### src/rtl/cpu_ctrl_pkg.sv
// rtl/cpu_ctrl_pkg.sv - shared types and opcode fields for the memory-wait stage controller
package cpu_ctrl_pkg;

  typedef enum logic [1:0] {
    MWC_IDLE = 2'd0,
    MWC_BUSY = 2'd1,
    MWC_DONE = 2'd2,
    MWC_ERR  = 2'd3
  } mwc_state_t;

  localparam int         OPC_MEM_MSB  = 6;
  localparam int         OPC_MEM_LSB  = 5;
  localparam logic [1:0] OPC_MEM_VAL  = 2'b10;
  localparam int         OPC_LOAD_BIT = 4;

  localparam int MWC_TIMEOUT_DEFAULT = 255;

endpackage

### src/rtl/mem_wait_timer.sv
// rtl/mem_wait_timer.sv - 8-bit BUSY-cycle counter; expires on the LIMIT-th enabled cycle
module mem_wait_timer #(
  parameter logic [7:0] LIMIT = 8'd255
) (
  input  logic clk,
  input  logic rst_n,
  input  logic i_clear,
  input  logic i_enable,
  output logic o_expire
);

  logic [7:0] r_count;

  always_ff @(posedge clk or negedge rst_n) begin
    if (!rst_n) begin
      r_count <= 8'd0;
    end else if (i_clear) begin
      r_count <= 8'd0;
    end else if (i_enable) begin
      r_count <= r_count + 8'd1;
    end
  end

  // Count starts at 0 in the first enabled cycle, so LIMIT-1 marks the LIMIT-th one.
  assign o_expire = i_enable && (r_count == (LIMIT - 8'd1));

endmodule

### src/rtl/memory_wait_controller.sv
// rtl/memory_wait_controller.sv - memory-wait stage FSM; optional timeout via MEM_WAIT_TIMEOUT_EN
module memory_wait_controller
  import cpu_ctrl_pkg::*;
#(
  parameter int TIMEOUT_CYCLES = MWC_TIMEOUT_DEFAULT
) (
  input  logic       clk,
  input  logic       rst_n,
  input  logic       valid_in,
  input  logic [6:0] opcode,
  input  logic [3:0] rt,
  input  logic       mem_ack,
  output logic       mem_req,
  output logic       mem_we,
  output logic       stall,
  output logic       wb_en,
  output logic [3:0] wb_rd,
  output logic       status_rdy,
  output logic       timeout_err
);

  mwc_state_t r_state;
  mwc_state_t w_next;
  logic       r_is_load;
  logic [3:0] r_rt;
  logic [3:0] r_wb_rd;
  logic       w_is_mem;
  logic       w_accept;
  logic       w_expire;
  logic       w_unused_opc;

  assign w_is_mem     = (opcode[OPC_MEM_MSB:OPC_MEM_LSB] == OPC_MEM_VAL);
  assign w_accept     = (r_state == MWC_IDLE) && valid_in && w_is_mem;
  assign w_unused_opc = ^opcode[3:0];

  if ((TIMEOUT_CYCLES < 1) || (TIMEOUT_CYCLES > 255)) begin : g_timeout_out_of_range
  end

  always_comb begin
    w_next = r_state;
    unique case (r_state)
      MWC_IDLE: if (w_accept) w_next = MWC_BUSY;
      MWC_BUSY: begin
        if (mem_ack) begin
          w_next = MWC_DONE;
        end else if (w_expire) begin
          w_next = MWC_ERR;
        end
      end
      default:  w_next = MWC_IDLE;
    endcase
  end

  always_ff @(posedge clk or negedge rst_n) begin
    if (!rst_n) begin
      r_state   <= MWC_IDLE;
      r_is_load <= 1'b0;
      r_rt      <= 4'd0;
      r_wb_rd   <= 4'd0;
    end else begin
      r_state <= w_next;
      if (w_accept) begin
        r_rt      <= rt;
        r_is_load <= opcode[OPC_LOAD_BIT];
      end
      // Writeback index only moves when a load completes, so it holds otherwise.
      if ((r_state == MWC_BUSY) && mem_ack && r_is_load) begin
        r_wb_rd <= r_rt;
      end
    end
  end

  // Outputs are forced to their reset values while rst_n is low, independent of valid_in.
  always_comb begin
    mem_req    = 1'b0;
    mem_we     = 1'b0;
    stall      = 1'b0;
    wb_en      = 1'b0;
    status_rdy = 1'b1;
    if (rst_n) begin
      unique case (r_state)
        MWC_IDLE: begin
          stall      = w_accept;
          status_rdy = !w_accept;
        end
        MWC_BUSY: begin
          mem_req    = 1'b1;
          mem_we     = !r_is_load;
          stall      = 1'b1;
          status_rdy = 1'b0;
        end
        MWC_DONE: wb_en = r_is_load;
        default:  ;
      endcase
    end
  end

  assign wb_rd = r_wb_rd;

`ifdef MEM_WAIT_TIMEOUT_EN
  localparam logic [7:0] LP_LIMIT = 8'(TIMEOUT_CYCLES);

  logic r_timeout_err;

  mem_wait_timer #(
    .LIMIT (LP_LIMIT)
  ) u_timer (
    .clk      (clk),
    .rst_n    (rst_n),
    .i_clear  (r_state != MWC_BUSY),
    .i_enable (r_state == MWC_BUSY),
    .o_expire (w_expire)
  );

  // An ack in the expiring cycle takes priority, so the error only sets without one.
  always_ff @(posedge clk or negedge rst_n) begin
    if (!rst_n) begin
      r_timeout_err <= 1'b0;
    end else if ((r_state == MWC_BUSY) && !mem_ack && w_expire) begin
      r_timeout_err <= 1'b1;
    end
  end

  assign timeout_err = r_timeout_err;
`else
  assign w_expire    = 1'b0;
  assign timeout_err = 1'b0;
`endif

endmodule

### config.mk
export PLATFORM = sky130hd
export DESIGN_NAME = memory_wait_controller
export DESIGN_NICKNAME = d
export VERILOG_FILES = /design/src/rtl/cpu_ctrl_pkg.sv /design/src/rtl/mem_wait_timer.sv /design/src/rtl/memory_wait_controller.sv
export SDC_FILE = /design/constraint.sdc
export NUM_CORES = 1
export LEC_CHECK = 0
export CORE_MARGIN = 2
export CORE_UTILIZATION = 35
export CTS_CLUSTER_DIAMETER = 150
export DETAILED_ROUTE_END_ITERATION = 6
export PLACE_DENSITY = 0.72
export RECOVER_POWER = 100
export SLEW_MARGIN = 20
export SYNTH_ARGS = -nofsm -noshare
export SYNTH_HDL_FRONTEND = slang
export SYNTH_SLANG_ARGS = --single-unit
### constraint.sdc
create_clock -name clk -period 3.2 [get_ports clk]
set_input_delay 0.32 -clock clk [delete_from_list [all_inputs] [get_ports clk]]
set_output_delay 0.32 -clock clk [all_outputs]
set_load 0.03 [all_outputs]
-- Word level (Yosys, flattened, before mapping)
Index checks and enable logic that the tools add are counted.
W data, S select, Z words.
- add/subtract/negate cells: 0
- multipliers: 0
- div/mod/pow operators: 0
- order comparisons: 0
- equality and inequality tests: 5
- shifts and indexed selects: 0
- muxes and demuxes: 13
- bitwise logic cells: 0
- reductions and logical operators: 8
- operators by type and width (operator ; count):
    $mux W1 ; 8
    $eq A2 B2 Y1 const B ; 2
    $logic_and A1 B1 Y1 ; 4
    $mux W2 ; 2
    $ne A2 B2 Y1 const B ; 2
    $pmux W1 S2 ; 2
    $pmux W2 S2 ; 1
    $eq A2 B1 Y1 const B ; 1
    $logic_not A1 Y1 ; 2
    $logic_not A2 Y1 ; 1
    $reduce_and A2 Y1 ; 1
- register bits: 11
- bits in latches: 0
- bits in writable memories: 0
- bits in read-only memories: 0
- input port bits: 15
- logic and storage cells: 30
- memories kept: 0

-- Logic depth before layout (Yosys ltp)
Gate-level depths: netlist of run 1.
- depth in word-level cells: 6
- gate-level depth with buffers: 4

-- Worst setup path before layout of run 1
OpenSTA, ideal clock, no wires.
- kind: register to output
- start: register r_state[0]
- end: output port status_rdy
- data arrival time: 1374 ps
- required time: 2880 ps
- path slack: 1506 ps
- stages on the path, launching flop included: 5
- path buffers: 1
- path through: dfrtp_1 > nor2_1 > and4b_1 > buf_6 > o21ai_0
- word-level cells in the longest chain between the ends: 6
- ends and longest elaborated chain (element ; line ; source):
    start, declared ; memory_wait_controller.sv:22 ; mwc_state_t r_state;
    start signal, assigned ; memory_wait_controller.sv:61 ; r_state <= w_next;
    $logic_not A2 Y1 ; memory_wait_controller.sv:33, memory_wait_controller.sv:81 ;
    $logic_and A1 B1 Y1 (2 in a row) ; memory_wait_controller.sv:33 ; assign w_accept = (r_state == MWC_IDLE) && valid_in && w_is_mem;
    $logic_not A1 Y1 ; memory_wait_controller.sv:84 ; status_rdy = !w_accept;
    $pmux W1 S2 (*) ; memory_wait_controller.sv:81 ; unique case (r_state)
    $mux W1 (*) ; memory_wait_controller.sv:80 ; if (rst_n) begin
    end, declared ; memory_wait_controller.sv:18 ; output logic status_rdy,
Every way passes the cells marked *; elsewhere a longest branch is shown, timed or not.

-- Worst setup path in the final report of run 1
- start: input port rst_n
- end: output port mem_we
- word-level cells in the longest chain between the ends: 1
- ends and longest elaborated chain (element ; line ; source):
    start, declared ; memory_wait_controller.sv:8 ; input logic rst_n,
    $mux W1 ; memory_wait_controller.sv:80 ;
    end, declared ; memory_wait_controller.sv:14 ; output logic mem_we,
No other way between the ends.

==> impl_results.md, run 1 <==
* Commonest cells in the synthesized netlist: 11 x sky130_fd_sc_hd__dfrtp_1, 9 x sky130_fd_sc_hd__mux2_2, 2 x sky130_fd_sc_hd__and2_2
* Synth async-reset ratio at 100.0%
* Count of unresolved DRC violations after routing at 0
* Maximum operating frequency at 408.8 MHz
* Placed Area at 686.9 sq um
* Largest clock skew in the final design at 0.001445 ns
* Share of the synthesized area in the top cell type at 56.27%
* Final period demand of the worst path at 2.446 ns
* Number of sinks on the clock net at 11
* Start of the worst register-to-register path: r_state[0]
* Wire length of the first global-routing pass at 1304 microns
* Final Setup Violations at 0
* Type of element capturing the critical path: output pin
* Highest-count cells in the layout ignoring fill and taps: 11 x sky130_fd_sc_hd__dfrtp_1, 10 x sky130_fd_sc_hd__dlygate4sd3_1, 9 x sky130_fd_sc_hd__mux2_2, 9 x sky130_fd_sc_hd__clkdlybuf4s50_1, 3 x sky130_fd_sc_hd__clkbuf_4
* Worst VDD drop at 0.2988 mV
* Grt ovf at 0
* Number of warnings issued by yosys at 0
* Portion of the clock cycle consumed by the worst path in the final layout at 76.45%
* CTS buffer count at 3
* I/O Pins at 25
* CP Class: primary input to output pin
* Hold buffers post-CTS at 0
* Final Core Density at 54.04%
* Post-synthesis cell type count at 16
* Clock Latency Late Sink at 0.26 ns
* Effective utilization at floorplan at 37.60%
* Bufs and invs on worst path at 2
* Core box area at 1301 sq um
* Main area contributors after synthesis: sky130_fd_sc_hd__dfrtp_1 56%, sky130_fd_sc_hd__mux2_2 21%, sky130_fd_sc_hd__and2_2 3.1%
* Setup_tns at 0 ns
* CP Data Arrival Time at 2.13 ns
* Number of nets produced by synthesis at 50
* Drt total wl at 837 microns
* Synth Cell Area at 489.2 sq um
* Clock slew at the register clock pins of the worst setup and hold paths at 0.06 ns
* Total of max-cap violations at 0
* Number of cells in the finished layout apart from fillers at 72
* DP Cell Count at 68
* Sequential share of the synthesized area at 56.27%
* Number of rows created at floorplan at 13
* Via count of the first global-routing pass at 325
* Timing startpoint of the critical path: rst_n
* Worst Setup Slack, final at 0.7537 ns
* Number of vias in the routed layout at 335
* Worst Reg2Reg Path Length in Cells at 3
* Initial DRT Pass Iterations at 3
* Sequence of cells on the critical path: dlygate4sd3_1 -> and2_2 -> nor2b_1 -> dlygate4sd3_1
* Total routing resource utilization after global routing at 12.51%
* RR Endpoint: r_rt[1]
* Final HPWL from detailed placement at 646.6 microns
* Post-CTS Setup Repair Bufs at 0
* Maximum level of the CTS H-tree at 1
* Clock tree from TritonCTS: built
* Ratio of cells with drive above 1 in the final layout at 28.07%
* Maximum fanout count along the critical path at 10
* Pwr per Cell Area at 663.7 nW/um^2
* Count leader, synth: sky130_fd_sc_hd__dfrtp_1
* Mapped Cells at 35
* # port buffers at 19
* Gate family responsible for the most delay along the worst path: buffers and inverters
* Die height at 41.39 microns
* Starting DRC count in detailed routing at 1
* Cell type with the highest aggregate area in the netlist: sky130_fd_sc_hd__dfrtp_1
* Horizontal extent of the die at 41.39 microns
* Cell with the largest stage delay on the worst path: sky130_fd_sc_hd__dlygate4sd3_1
* Data required time of the worst path at 2.88 ns
* Clock root buffer: sky130_fd_sc_hd__clkbuf_4
* Slowest Stage Delay on Critical Path at 0.74 ns
* Largest net degree at the start of global routing at 11
* Unrepaired setup endpoints after global routing: false
* Finished Cell Area at 703.2 sq um
* Antenna Violating Nets Remaining at 0
* Seq cells post-synth at 11
* Final antenna diode count at 0
* Average wire length per cell after detail routing at 11.63 microns
* Number of buffers on the longest clock path at 2
* Area of the die at 1713 sq um
* Final layout net count at 73
* Ys flop type: sky130_fd_sc_hd__dfrtp_1
* Hold Vio Cnt, Final at 0
* Worst R2R Setup Slack at 1.82 ns
* Most common cell after layout, fill and taps aside: sky130_fd_sc_hd__dfrtp_1
* Average instance area after synthesis at 13.98 sq um
* Number of synthesized flops with an enable pin at 0
* Type of origin of the critical path: primary input
* Cell type with the highest occurrence count on the critical path: sky130_fd_sc_hd__dlygate4sd3_1
* GP Congestion at 0.6469
* Number of max-slew violations in the final report at 0
* Min Hold Slack at 0.3969 ns
* Initial antenna violation count at 0
* Overall power consumption at 0.4667 mW
* Total of cells resized after clock tree synthesis at 0
* Via density per instance at 4.653
* Layout Area Growth over Synthesis at 43.73%
* Run status: complete, no violations
* Standby leakage power at 0.3259 nW
* Worst setup slack after placement at 0.8355 ns
* Class of the most critical hold timing path: primary input to async pin
area by class of cell:
| type | instances | area, sq um |
|---|---|---|
| clock buffers | 4 | 26.28 |
| fillers | 129 | 598.1 |
| inverters | 1 | 3.754 |
| multi-input cells | 21 | 185.2 |
| flip-flops and latches | 11 | 275.3 |
| well taps | 15 | 18.77 |
| repair buffers | 20 | 193.9 |
layer usage:
| layer | up-vias | GRT usage [%] | part of all wire, % |
|---|---|---|---|
| li1 | 161 | - | - |
| met1 | 159 | 13.22 | 43 |
| met2 | 13 | 21.09 | 49 |
| met3 | 2 | 3.191 | 7.2 |
| met4 | 0 | 9.677 | 0.72 |
| met5 | - | 0 | 0 |
how the worst max path moves through the flow:
stage	to	slack, ns	cells past startpoint
floorplan	status_rdy	1.51	4
global placement	stall	0.83	4
detailed placement	mem_we	0.84	4
CTS	mem_we	0.83	4
global route	mem_we	0.62	4
finish	mem_we	0.75	4
cell families after synthesis:
logic type | after synthesis | synth area share, %
muxes | 9 | 20.72
buffers and inverters | 3 | 4.603
AOI/OAI and AO/OA | 3 | 4.348
DFF | 11 | 56.27
and+or+nand+nor | 8 | 13.30
other | 1 | 0.7665
worst register-to-register path: stages, from the launching register on:
cell	delay, ns
sky130_fd_sc_hd__dfrtp_1	0.38
sky130_fd_sc_hd__nor2_1	0.10
sky130_fd_sc_hd__and4b_1	0.41
sky130_fd_sc_hd__mux2_2	0.38
sequential cells by signal, indices dropped and copies added (netlist names):
signal     flops
wb_rd          4
r_is_load      1
r_state        2
r_rt           4
report_power, final:
group	internal (mW)	switching (mW)
logic	0.0833	0.0904
clock network	0.0482	0.0421
registers	0.182	0.0205
(Power assumes the default switching activity.)
==> inputs of run 2 (changes only) <==
==> constraint.sdc (replaced) <==
create_clock -name clk -period 2.3 [get_ports clk]
set_input_delay 0.23 -clock clk [delete_from_list [all_inputs] [get_ports clk]]
set_output_delay 0.23 -clock clk [all_outputs]
set_load 0.03 [all_outputs]
==> run 2 against run 1 <==
Compared with the run above: wire length grew 1.4%; first-iteration DRC count shrank 100%; largest cell class unchanged; sequential share of layout area shrank 0.070 points; clock power grew 37%; clock skew grew 0.0047 ns; die area is the same; register-to-register slack lost 1.1 ns; critical endpoint is now stall; critical path type is now flop to output pin.
==> impl_results.md, run 2 (synthesis results as in run 1) <==
* Drt total wl at 849 microns
* Final layout net count at 75
* Run status: complete, no violations
* Layout Area Growth over Synthesis at 43.99%
* Number of max-slew violations in the final report at 0
* GP Congestion at 0.6084
* Highest-count cells in the layout ignoring fill and taps: 11 x sky130_fd_sc_hd__dfrtp_1, 10 x sky130_fd_sc_hd__clkdlybuf4s50_1, 9 x sky130_fd_sc_hd__mux2_2
* # port buffers at 19
* Wire length of the first global-routing pass at 1338 microns
* Worst Reg2Reg Path Length in Cells at 4
* CP Data Arrival Time at 1.85 ns
* Effective utilization at floorplan at 37.60%
* Ratio of cells with drive above 1 in the final layout at 27.12%
* Initial DRT Pass Iterations at 1
* Via count of the first global-routing pass at 296
* Horizontal extent of the die at 41.39 microns
* Initial antenna violation count at 0
* Maximum operating frequency at 481.6 MHz
* Grt ovf at 0
* Average wire length per cell after detail routing at 11.47 microns
* Via density per instance at 4.635
* Number of rows created at floorplan at 13
* Start of the worst register-to-register path: r_state[0]
* Final HPWL from detailed placement at 679.3 microns
* Area of the die at 1713 sq um
* Unrepaired setup endpoints after global routing: false
* Finished Cell Area at 704.4 sq um
* Clock root buffer: sky130_fd_sc_hd__clkbuf_4
* Post-CTS Setup Repair Bufs at 0
* Total of max-cap violations at 0
* Largest clock skew in the final design at 0.006133 ns
* Final period demand of the worst path at 2.076 ns
* Starting DRC count in detailed routing at 0
* Antenna Violating Nets Remaining at 0
* Largest net degree at the start of global routing at 8
* Final antenna diode count at 0
* Pwr per Cell Area at 921.4 nW/um^2
* Number of buffers on the longest clock path at 2
* Hold Vio Cnt, Final at 0
* Data required time of the worst path at 2.07 ns
* Number of sinks on the clock net at 11
* Timing startpoint of the critical path: r_state[0]
* Most common cell after layout, fill and taps aside: sky130_fd_sc_hd__dfrtp_1
* I/O Pins at 25
* Class of the most critical hold timing path: primary input to async pin
* Setup_tns at 0 ns
* Worst VDD drop at 0.4270 mV
* Clock Latency Late Sink at 0.25 ns
* Type of origin of the critical path: flop
* Placed Area at 699.4 sq um
* Min Hold Slack at 0.4561 ns
* Die height at 41.39 microns
* CTS buffer count at 3
* Maximum level of the CTS H-tree at 1
* Standby leakage power at 0.3250 nW
* Portion of the clock cycle consumed by the worst path in the final layout at 90.28%
* Total routing resource utilization after global routing at 12.08%
* CP Class: flop to output pin
* Clock tree from TritonCTS: built
* Count of unresolved DRC violations after routing at 0
* Core box area at 1301 sq um
* Hold buffers post-CTS at 0
* Final Setup Violations at 0
* Total of cells resized after clock tree synthesis at 0
* Number of vias in the routed layout at 343
* Type of element capturing the critical path: output pin
* Maximum fanout count along the critical path at 3
* Clock slew at the register clock pins of the worst setup and hold paths at 0.06 ns
## run 2: changes by cell type in the layout (fill, tap and decap cells not counted), sizes merged
| cell | delta |
|---|---|
| dlygate4sd3 | -2 |
| clkbuf | +3 |
| clkdlybuf4s50 | +1 |
## run 2: metrics by stage
step / utilization [%] / setup WS, ns / instances / power [mW]
after global routing: 54.13 / 0.1212 / 74 / 0.6899
after global placement: 53.75 / 0.3234 / 70 / 0.5493
after CTS: 55.77 / 0.2707 / 74 / 0.6791
after floorplan: - / 0.6958 / 35 / 0.4363
after detailed placement: 53.75 / 0.3107 / 70 / 0.5523
final: 54.13 / 0.2236 / 74 / 0.6490
## run 2: final cells by class
| class | instances | area [sq um] |
|---|---|---|
| Tap cell | 15 | 18.77 |
| Clock buffer | 4 | 26.28 |
| Inverter | 1 | 3.754 |
| Multi-Input combinational cell | 21 | 185.2 |
| Sequential cell | 11 | 275.3 |
| Timing Repair Buffer | 22 | 195.2 |
| Fill cell | 134 | 596.8 |
## run 2: worst paths after layout
| kind | slack [ns] | end |
|---|---|---|
| min reg2reg | 0.50 | r_rt[0] |
| max | 0.22 | stall |
| max in group asynchronous | 1.53 | r_rt[0] |
| min | 0.46 | r_state[1] |
| max reg2reg | 0.75 | r_rt[1] |
| min in group clk | 0.50 | r_rt[0] |
## run 2: critical path, cell delays in order, from the launching register on
cell,delay [ns]
sky130_fd_sc_hd__dfrtp_1,0.38
sky130_fd_sc_hd__nor2_1,0.10
sky130_fd_sc_hd__and4b_1,0.25
sky130_fd_sc_hd__o21a_1,0.14
sky130_fd_sc_hd__dlygate4sd3_1,0.73
## run 2: per-layer routing
| metal | up-vias | track usage [%] | share of wire [%] |
|---|---|---|---|
| li1 | 167 | - | - |
| met1 | 161 | 16.33 | 44 |
| met2 | 13 | 19.14 | 45 |
| met3 | 2 | 3.723 | 10 |
| met4 | 0 | 2.419 | 0.71 |
| met5 | - | 0 | 0 |
## run 2: power by group
part / leakage (nW) / switching (mW) / total [mW] / internal, mW
registers: 0.136 / 0.0290 / 0.283 / 0.254
clock network: 0.0150 / 0.0570 / 0.124 / 0.0667
logic: 0.174 / 0.126 / 0.243 / 0.116
total: 0.325 / 0.213 / 0.649 / 0.436
